<file path="config.mk">
export PLATFORM = sky130hd
export DESIGN_NAME = tt_um_inv_sub_bytes_stream
export DESIGN_NICKNAME = d
export VERILOG_FILES = /design/src/rtl/tt_um_inv_sub_bytes_stream.sv
export SDC_FILE = /design/constraint.sdc
export NUM_CORES = 1
export LEC_CHECK = 0
export CAP_MARGIN = 20
export CORE_UTILIZATION = 51
export CTS_CLUSTER_DIAMETER = 200
export DETAILED_ROUTE_END_ITERATION = 10
export PLACE_DENSITY = 0.71
export SLEW_MARGIN = 25
export SYNTH_ARGS = -nofsm -noshare
export SYNTH_HDL_FRONTEND = slang
export SYNTH_SLANG_ARGS = --single-unit
export TNS_END_PERCENT = 50
</file>
<file path="constraint.sdc">
create_clock -name clk -period 5.1 [get_ports clk]
set_input_delay 1.53 -clock clk [delete_from_list [all_inputs] [get_ports clk]]
set_output_delay 1.53 -clock clk [all_outputs]
set_load 0.05 [all_outputs]
</file>
<file path="src/rtl/tt_um_inv_sub_bytes_stream.sv">
// Byte-serial AES InvSubBytes engine with 16-byte block framing, last marker and sticky framing error.
// Define INV_SBOX_PIPE_EN to add an input register stage in front of the S-box (latency 2 instead of 1).
module tt_um_inv_sub_bytes_stream #(
  parameter int FRAME_BYTES = 16
) (
  input  logic       clk,
  input  logic       rst_n,
  input  logic [7:0] in_data,
  input  logic       in_valid,
  output logic       in_ready,
  input  logic       in_last,
  output logic [7:0] out_data,
  output logic       out_valid,
  input  logic       out_ready,
  output logic       out_last,
  output logic [3:0] out_idx,
  output logic       frame_err
);

  localparam int            CW       = $clog2(FRAME_BYTES);
  localparam logic [CW-1:0] LAST_IDX = CW'(FRAME_BYTES - 1);

  function automatic logic [7:0] inv_sbox(input logic [7:0] b);
    logic [7:0] r;
    r = 8'h00;
    case (b)
      8'h00: r = 8'h52; 8'h01: r = 8'h09; 8'h02: r = 8'h6a; 8'h03: r = 8'hd5; 8'h04: r = 8'h30; 8'h05: r = 8'h36; 8'h06: r = 8'ha5; 8'h07: r = 8'h38;
      8'h08: r = 8'hbf; 8'h09: r = 8'h40; 8'h0a: r = 8'ha3; 8'h0b: r = 8'h9e; 8'h0c: r = 8'h81; 8'h0d: r = 8'hf3; 8'h0e: r = 8'hd7; 8'h0f: r = 8'hfb;
      8'h10: r = 8'h7c; 8'h11: r = 8'he3; 8'h12: r = 8'h39; 8'h13: r = 8'h82; 8'h14: r = 8'h9b; 8'h15: r = 8'h2f; 8'h16: r = 8'hff; 8'h17: r = 8'h87;
      8'h18: r = 8'h34; 8'h19: r = 8'h8e; 8'h1a: r = 8'h43; 8'h1b: r = 8'h44; 8'h1c: r = 8'hc4; 8'h1d: r = 8'hde; 8'h1e: r = 8'he9; 8'h1f: r = 8'hcb;
      8'h20: r = 8'h54; 8'h21: r = 8'h7b; 8'h22: r = 8'h94; 8'h23: r = 8'h32; 8'h24: r = 8'ha6; 8'h25: r = 8'hc2; 8'h26: r = 8'h23; 8'h27: r = 8'h3d;
      8'h28: r = 8'hee; 8'h29: r = 8'h4c; 8'h2a: r = 8'h95; 8'h2b: r = 8'h0b; 8'h2c: r = 8'h42; 8'h2d: r = 8'hfa; 8'h2e: r = 8'hc3; 8'h2f: r = 8'h4e;
      8'h30: r = 8'h08; 8'h31: r = 8'h2e; 8'h32: r = 8'ha1; 8'h33: r = 8'h66; 8'h34: r = 8'h28; 8'h35: r = 8'hd9; 8'h36: r = 8'h24; 8'h37: r = 8'hb2;
      8'h38: r = 8'h76; 8'h39: r = 8'h5b; 8'h3a: r = 8'ha2; 8'h3b: r = 8'h49; 8'h3c: r = 8'h6d; 8'h3d: r = 8'h8b; 8'h3e: r = 8'hd1; 8'h3f: r = 8'h25;
      8'h40: r = 8'h72; 8'h41: r = 8'hf8; 8'h42: r = 8'hf6; 8'h43: r = 8'h64; 8'h44: r = 8'h86; 8'h45: r = 8'h68; 8'h46: r = 8'h98; 8'h47: r = 8'h16;
      8'h48: r = 8'hd4; 8'h49: r = 8'ha4; 8'h4a: r = 8'h5c; 8'h4b: r = 8'hcc; 8'h4c: r = 8'h5d; 8'h4d: r = 8'h65; 8'h4e: r = 8'hb6; 8'h4f: r = 8'h92;
      8'h50: r = 8'h6c; 8'h51: r = 8'h70; 8'h52: r = 8'h48; 8'h53: r = 8'h50; 8'h54: r = 8'hfd; 8'h55: r = 8'hed; 8'h56: r = 8'hb9; 8'h57: r = 8'hda;
      8'h58: r = 8'h5e; 8'h59: r = 8'h15; 8'h5a: r = 8'h46; 8'h5b: r = 8'h57; 8'h5c: r = 8'ha7; 8'h5d: r = 8'h8d; 8'h5e: r = 8'h9d; 8'h5f: r = 8'h84;
      8'h60: r = 8'h90; 8'h61: r = 8'hd8; 8'h62: r = 8'hab; 8'h63: r = 8'h00; 8'h64: r = 8'h8c; 8'h65: r = 8'hbc; 8'h66: r = 8'hd3; 8'h67: r = 8'h0a;
      8'h68: r = 8'hf7; 8'h69: r = 8'he4; 8'h6a: r = 8'h58; 8'h6b: r = 8'h05; 8'h6c: r = 8'hb8; 8'h6d: r = 8'hb3; 8'h6e: r = 8'h45; 8'h6f: r = 8'h06;
      8'h70: r = 8'hd0; 8'h71: r = 8'h2c; 8'h72: r = 8'h1e; 8'h73: r = 8'h8f; 8'h74: r = 8'hca; 8'h75: r = 8'h3f; 8'h76: r = 8'h0f; 8'h77: r = 8'h02;
      8'h78: r = 8'hc1; 8'h79: r = 8'haf; 8'h7a: r = 8'hbd; 8'h7b: r = 8'h03; 8'h7c: r = 8'h01; 8'h7d: r = 8'h13; 8'h7e: r = 8'h8a; 8'h7f: r = 8'h6b;
      8'h80: r = 8'h3a; 8'h81: r = 8'h91; 8'h82: r = 8'h11; 8'h83: r = 8'h41; 8'h84: r = 8'h4f; 8'h85: r = 8'h67; 8'h86: r = 8'hdc; 8'h87: r = 8'hea;
      8'h88: r = 8'h97; 8'h89: r = 8'hf2; 8'h8a: r = 8'hcf; 8'h8b: r = 8'hce; 8'h8c: r = 8'hf0; 8'h8d: r = 8'hb4; 8'h8e: r = 8'he6; 8'h8f: r = 8'h73;
      8'h90: r = 8'h96; 8'h91: r = 8'hac; 8'h92: r = 8'h74; 8'h93: r = 8'h22; 8'h94: r = 8'he7; 8'h95: r = 8'had; 8'h96: r = 8'h35; 8'h97: r = 8'h85;
      8'h98: r = 8'he2; 8'h99: r = 8'hf9; 8'h9a: r = 8'h37; 8'h9b: r = 8'he8; 8'h9c: r = 8'h1c; 8'h9d: r = 8'h75; 8'h9e: r = 8'hdf; 8'h9f: r = 8'h6e;
      8'ha0: r = 8'h47; 8'ha1: r = 8'hf1; 8'ha2: r = 8'h1a; 8'ha3: r = 8'h71; 8'ha4: r = 8'h1d; 8'ha5: r = 8'h29; 8'ha6: r = 8'hc5; 8'ha7: r = 8'h89;
      8'ha8: r = 8'h6f; 8'ha9: r = 8'hb7; 8'haa: r = 8'h62; 8'hab: r = 8'h0e; 8'hac: r = 8'haa; 8'had: r = 8'h18; 8'hae: r = 8'hbe; 8'haf: r = 8'h1b;
      8'hb0: r = 8'hfc; 8'hb1: r = 8'h56; 8'hb2: r = 8'h3e; 8'hb3: r = 8'h4b; 8'hb4: r = 8'hc6; 8'hb5: r = 8'hd2; 8'hb6: r = 8'h79; 8'hb7: r = 8'h20;
      8'hb8: r = 8'h9a; 8'hb9: r = 8'hdb; 8'hba: r = 8'hc0; 8'hbb: r = 8'hfe; 8'hbc: r = 8'h78; 8'hbd: r = 8'hcd; 8'hbe: r = 8'h5a; 8'hbf: r = 8'hf4;
      8'hc0: r = 8'h1f; 8'hc1: r = 8'hdd; 8'hc2: r = 8'ha8; 8'hc3: r = 8'h33; 8'hc4: r = 8'h88; 8'hc5: r = 8'h07; 8'hc6: r = 8'hc7; 8'hc7: r = 8'h31;
      8'hc8: r = 8'hb1; 8'hc9: r = 8'h12; 8'hca: r = 8'h10; 8'hcb: r = 8'h59; 8'hcc: r = 8'h27; 8'hcd: r = 8'h80; 8'hce: r = 8'hec; 8'hcf: r = 8'h5f;
      8'hd0: r = 8'h60; 8'hd1: r = 8'h51; 8'hd2: r = 8'h7f; 8'hd3: r = 8'ha9; 8'hd4: r = 8'h19; 8'hd5: r = 8'hb5; 8'hd6: r = 8'h4a; 8'hd7: r = 8'h0d;
      8'hd8: r = 8'h2d; 8'hd9: r = 8'he5; 8'hda: r = 8'h7a; 8'hdb: r = 8'h9f; 8'hdc: r = 8'h93; 8'hdd: r = 8'hc9; 8'hde: r = 8'h9c; 8'hdf: r = 8'hef;
      8'he0: r = 8'ha0; 8'he1: r = 8'he0; 8'he2: r = 8'h3b; 8'he3: r = 8'h4d; 8'he4: r = 8'hae; 8'he5: r = 8'h2a; 8'he6: r = 8'hf5; 8'he7: r = 8'hb0;
      8'he8: r = 8'hc8; 8'he9: r = 8'heb; 8'hea: r = 8'hbb; 8'heb: r = 8'h3c; 8'hec: r = 8'h83; 8'hed: r = 8'h53; 8'hee: r = 8'h99; 8'hef: r = 8'h61;
      8'hf0: r = 8'h17; 8'hf1: r = 8'h2b; 8'hf2: r = 8'h04; 8'hf3: r = 8'h7e; 8'hf4: r = 8'hba; 8'hf5: r = 8'h77; 8'hf6: r = 8'hd6; 8'hf7: r = 8'h26;
      8'hf8: r = 8'he1; 8'hf9: r = 8'h69; 8'hfa: r = 8'h14; 8'hfb: r = 8'h63; 8'hfc: r = 8'h55; 8'hfd: r = 8'h21; 8'hfe: r = 8'h0c; 8'hff: r = 8'h7d;
      default: r = 8'h00;
    endcase
    return r;
  endfunction

  logic [CW-1:0] r_in_cnt;
  logic          r_frame_err;
  logic [7:0]    r_out_data;
  logic          r_out_valid;
  logic          r_out_last;
  logic [3:0]    r_out_idx;

  logic       w_accept;
  logic       w_at_end;
  logic       w_tag_last;
  logic [3:0] w_tag_idx;
  logic       w_out_ready_int;
  logic       w_load_out;
  logic [7:0] w_load_data;
  logic       w_load_last;
  logic [3:0] w_load_idx;

  // Tagging happens at input accept in both builds, so framing is independent of pipeline depth.
  assign w_accept        = in_valid && in_ready;
  assign w_at_end        = (r_in_cnt == LAST_IDX);
  assign w_tag_last      = w_at_end || in_last;
  assign w_tag_idx       = 4'(r_in_cnt);
  assign w_out_ready_int = !r_out_valid || out_ready;

  always_ff @(posedge clk or negedge rst_n) begin
    if (!rst_n) begin
      r_in_cnt    <= '0;
      r_frame_err <= 1'b0;
    end else if (w_accept) begin
      // NOTE: non-blocking assignments keep every register sampling pre-edge values, so block order never matters.
      r_in_cnt <= w_tag_last ? '0 : r_in_cnt + CW'(1);
      if (in_last != w_at_end) r_frame_err <= 1'b1;
    end
  end

`ifdef INV_SBOX_PIPE_EN
  logic [7:0] r_a_data;
  logic       r_a_valid;
  logic       r_a_last;
  logic [3:0] r_a_idx;

  assign in_ready    = !r_a_valid || w_out_ready_int;
  assign w_load_out  = r_a_valid && w_out_ready_int;
  assign w_load_data = inv_sbox(r_a_data);
  assign w_load_last = r_a_last;
  assign w_load_idx  = r_a_idx;

  always_ff @(posedge clk or negedge rst_n) begin
    if (!rst_n) begin
      r_a_valid <= 1'b0;
      r_a_data  <= 8'h00;
      r_a_last  <= 1'b0;
      r_a_idx   <= 4'd0;
    end else if (w_accept) begin
      r_a_valid <= 1'b1;
      r_a_data  <= in_data;
      r_a_last  <= w_tag_last;
      r_a_idx   <= w_tag_idx;
    end else if (w_load_out) begin
      r_a_valid <= 1'b0;
    end
  end
`else
  assign in_ready    = w_out_ready_int;
  assign w_load_out  = w_accept;
  assign w_load_data = inv_sbox(in_data);
  assign w_load_last = w_tag_last;
  assign w_load_idx  = w_tag_idx;
`endif

  always_ff @(posedge clk or negedge rst_n) begin
    if (!rst_n) begin
      r_out_valid <= 1'b0;
      r_out_data  <= 8'h00;
      r_out_last  <= 1'b0;
      r_out_idx   <= 4'd0;
    end else if (w_load_out) begin
      r_out_valid <= 1'b1;
      r_out_data  <= w_load_data;
      r_out_last  <= w_load_last;
      r_out_idx   <= w_load_idx;
    end else if (out_ready) begin
      r_out_valid <= 1'b0;
    end
  end

  assign out_data  = r_out_data;
  assign out_valid = r_out_valid;
  assign out_last  = r_out_last;
  assign out_idx   = r_out_idx;
  assign frame_err = r_frame_err;

endmodule

</file>
==> results.toml <==
[final_layout]
syn_to_final_growth_pct = 8.21
multi_input_area_sq_um = 3240
layout_common_cells = "73 x nand2_1, 48 x o21ai_0, 46 x nor2_1"
stdcell_count = 680
fin_util = 0.572
drive_above_1_share = 0.104
seq_area_sq_um = 475
fillers = 740
final_area_sq_um = 4420
diodes = 0
final_common_cell = "nand2_1"
final_nets = 613

[worst_setup_path]
worst_path_max_delay_cell = "clkdlybuf4s50_1"
cp-end-kind = "primary output"
critical_path_class = "in -> out"
crit_top_cell = "clkdlybuf4s50_1"
cp-start-kind = "primary input"
r2r-end = "out_data[3]"
crit_fanout = 6
cp.arrival_ns = 3.01
timing.rr.start = "out_valid"
reg2regPathDepth = 6
r2r_slack_ns = 3.05
slowest_delay_ns = 0.84
worstPathRequired_ns = 3.57
worstPathCellList = "clkdlybuf4s50_1, nand2b_1, clkdlybuf4s50_1"

[timing]
holdWs_ns = 0.479
final.setup_skew_ns = 0.00619
fmax_mhz = 220
fin_crit_sh = 0.891
min_period_ns = 4.54
maxSlewViolCount = 0
worst_pin_slew_ns = 1.10
rsz0062_at_grt = "false"
maxSlewHeadroom = 0.260
finalSetupTns_ns = 0
hold_viol_final = 0
setup_viol = 0

[placement]
place_congestion = 1.15
dp_cells = 676
dpl_cell_area_sq_um = 4370
port-buffer-count = 28
dp_hpwl_um = 13200

[synth]
synthFlopType = "dfrtp_1"
synth_fa_ha_area_frac = 0.0643
yosys_register_bits = 19
synth_area_leaders = "dfrtp_1 12%, nand2_1 6.7%, ha_1 6.4%, o21ai_0 5.9%, mux4_2 5.5%"
ys_warn_count = 0
synth_top_family_by_area = "compound AO/OA/AOI/OAI gates"
synth-edff-count = 0
yosys.area.top_type_share = 0.116
syn_avg_cell_area_sq_um = 7.01
async_flop_share = 1.00
syn_nets = 617
synth_mux_area_frac = 0.102
ys_seq_area_frac = 0.116
synth_compound_area_frac = 0.371
synth-simple-area-share = 0.250
synth_cells = 583
netlist_area_sq_um = 4090
synth_cell_types = 65
yosysTopAreaCell = "dfrtp_1"
synthXorXnorAreaFrac = 0.00643

[grt]
grt.total_usage = 0.448
grt_overflow_total = 0
grt_pass1_vias = 4953
grt_max_degree = 61
antenna_found_initial = 0
grt_pass1_wl_um = 28600

[routing]
via_per_inst = 7.91
drt_wl_total_um = 18800
drtAntennaViolNets = 0
drtIter0Drc = 1143
post-route-drc-count = 0
route.detailed.wl_per_inst_um = 27.6
drtPass1Iterations = 9
vias = 5382

[die]
die_h_um = 91.5
die_area_sq_um = 8370
die_x_um = 91.5
core_sq_um = 7730
initial_core_util = 0.529
rows = 32
ios = 29

[power_and_ir_drop]
pwr-share-clk = 0.125
vdd_drop_max_mv = 0.104
swShare = 0.514
internal-power_w = 0.000437
p_leak_nw = 1.68
power_frac_comb = 0.638
p_sw_w = 0.000462
powerDensity_nw_per_um2 = 203
power_frac_seq = 0.237

[clocking]
clk_pin_slew_worst_paths_ns = 0.08
cts-resized-gates = 0
cts_sinks = 19
cts_root_buffer = "clkbuf_8"
clk_path_buf_depth = 2
post-cts-setup-buffers = 0
htree_levels = 1
cts_tree = "yes"
ctsHoldBuffers = 0
clock_latency_ns = 0.27
cts_buffers = 3

[flow_run]
drv_cap = 0

[status]
status = "completed"

[worst_hold_path]
holdCritStartpoint = "frame_err"
min_to = "frame_err"
holdPathStages = 1
hold_class = "reg -> reg"
==> flip-flops by register name, indices dropped and copies added (netlist names) <==
register and count:
out_data 8, out_idx 4, r_in_cnt 4, frame_err 1, out_last 1, out_valid 1
==> worst max-delay path: cells and delay by family <==
family	cells	cell delay, ns
buf+inv	2	1.28
simple gates	1	0.20
==> metrics by stage <==
step | setup slack [ns] | power, W
floorplan | 1.42 | 0.000584
global placement | 0.470 | 0.000761
detailed placement | 0.522 | 0.000761
CTS | 0.553 | 0.000871
global route | 0.509 | 0.000932
finish | 0.557 | 0.000899
==> layer usage <==
metal	vias up	track usage	share of wire
met3	148	0.132	0.17
met5	-	0	0
li1	2195	-	-
met2	613	0.652	0.40
met1	2426	0.579	0.35
met4	0	0.267	0.078
==> cell usage after synthesis (4+ instances only) <==
library cell,instances
buf_2,32
and2_1,7
dfrtp_1,19
mux4_2,10
o211ai_1,18
o31ai_1,7
nor3_1,17
nand2b_1,18
nor2b_1,14
o221ai_1,7
ha_1,21
buf_4,7
o311ai_0,13
clkbuf_1,21
nand3_1,23
mux2_2,9
a31oi_1,17
a211oi_1,9
o21ai_0,48
mux2i_1,9
a311oi_1,10
inv_1,10
o221a_2,4
a21oi_1,38
nand2_1,73
nor2_1,46
==> power by group through the flow <==
stage                     Clock [W]  Sequential [W]  Combinational (W)
after floorplan                   0        0.000296           0.000288
after global placement            0        0.000214           0.000546
after detailed placement          0        0.000216           0.000545
after CTS                  0.000111        0.000213           0.000547
after global routing       0.000118        0.000218           0.000595
final                      0.000113        0.000213           0.000573
==> layout make-up <==
cell class / instances / share of cell area
Clock buffer: 3 / 0.00934
Clock inverter: 1 / 0.00113
Inverter: 13 / 0.0110
Multi-Input combinational cell: 487 / 0.733
Sequential cell: 19 / 0.108
Tap cell: 102 / 0.0289
Timing Repair Buffer: 55 / 0.109
==> how the worst max path moves through the flow <==
| stage | from | end | slack, ns | cells after the start |
|---|---|---|---|---|
| final | out_ready | in_ready | 0.56 | 3 |
| after global routing | out_ready | in_ready | 0.51 | 3 |
| after CTS | out_ready | in_ready | 0.55 | 3 |
| after detailed placement | in_data[1] | out_data[2] | 0.52 | 10 |
| after global placement | in_data[0] | out_data[2] | 0.47 | 9 |
| after floorplan | out_ready | in_ready | 1.42 | 2 |
==> cell families (layout without fill, tap and decap cells) <==
kind of cell	count (synthesis)	in the layout
muxes	28	28
buffers and inverters	77	72
DFF	19	19
and+or+nand+nor	216	216
AOI/OAI and AO/OA	219	219
adders and majority gates	21	21
xor gates and xnor gates	3	3
(Power assumes the default switching activity.)
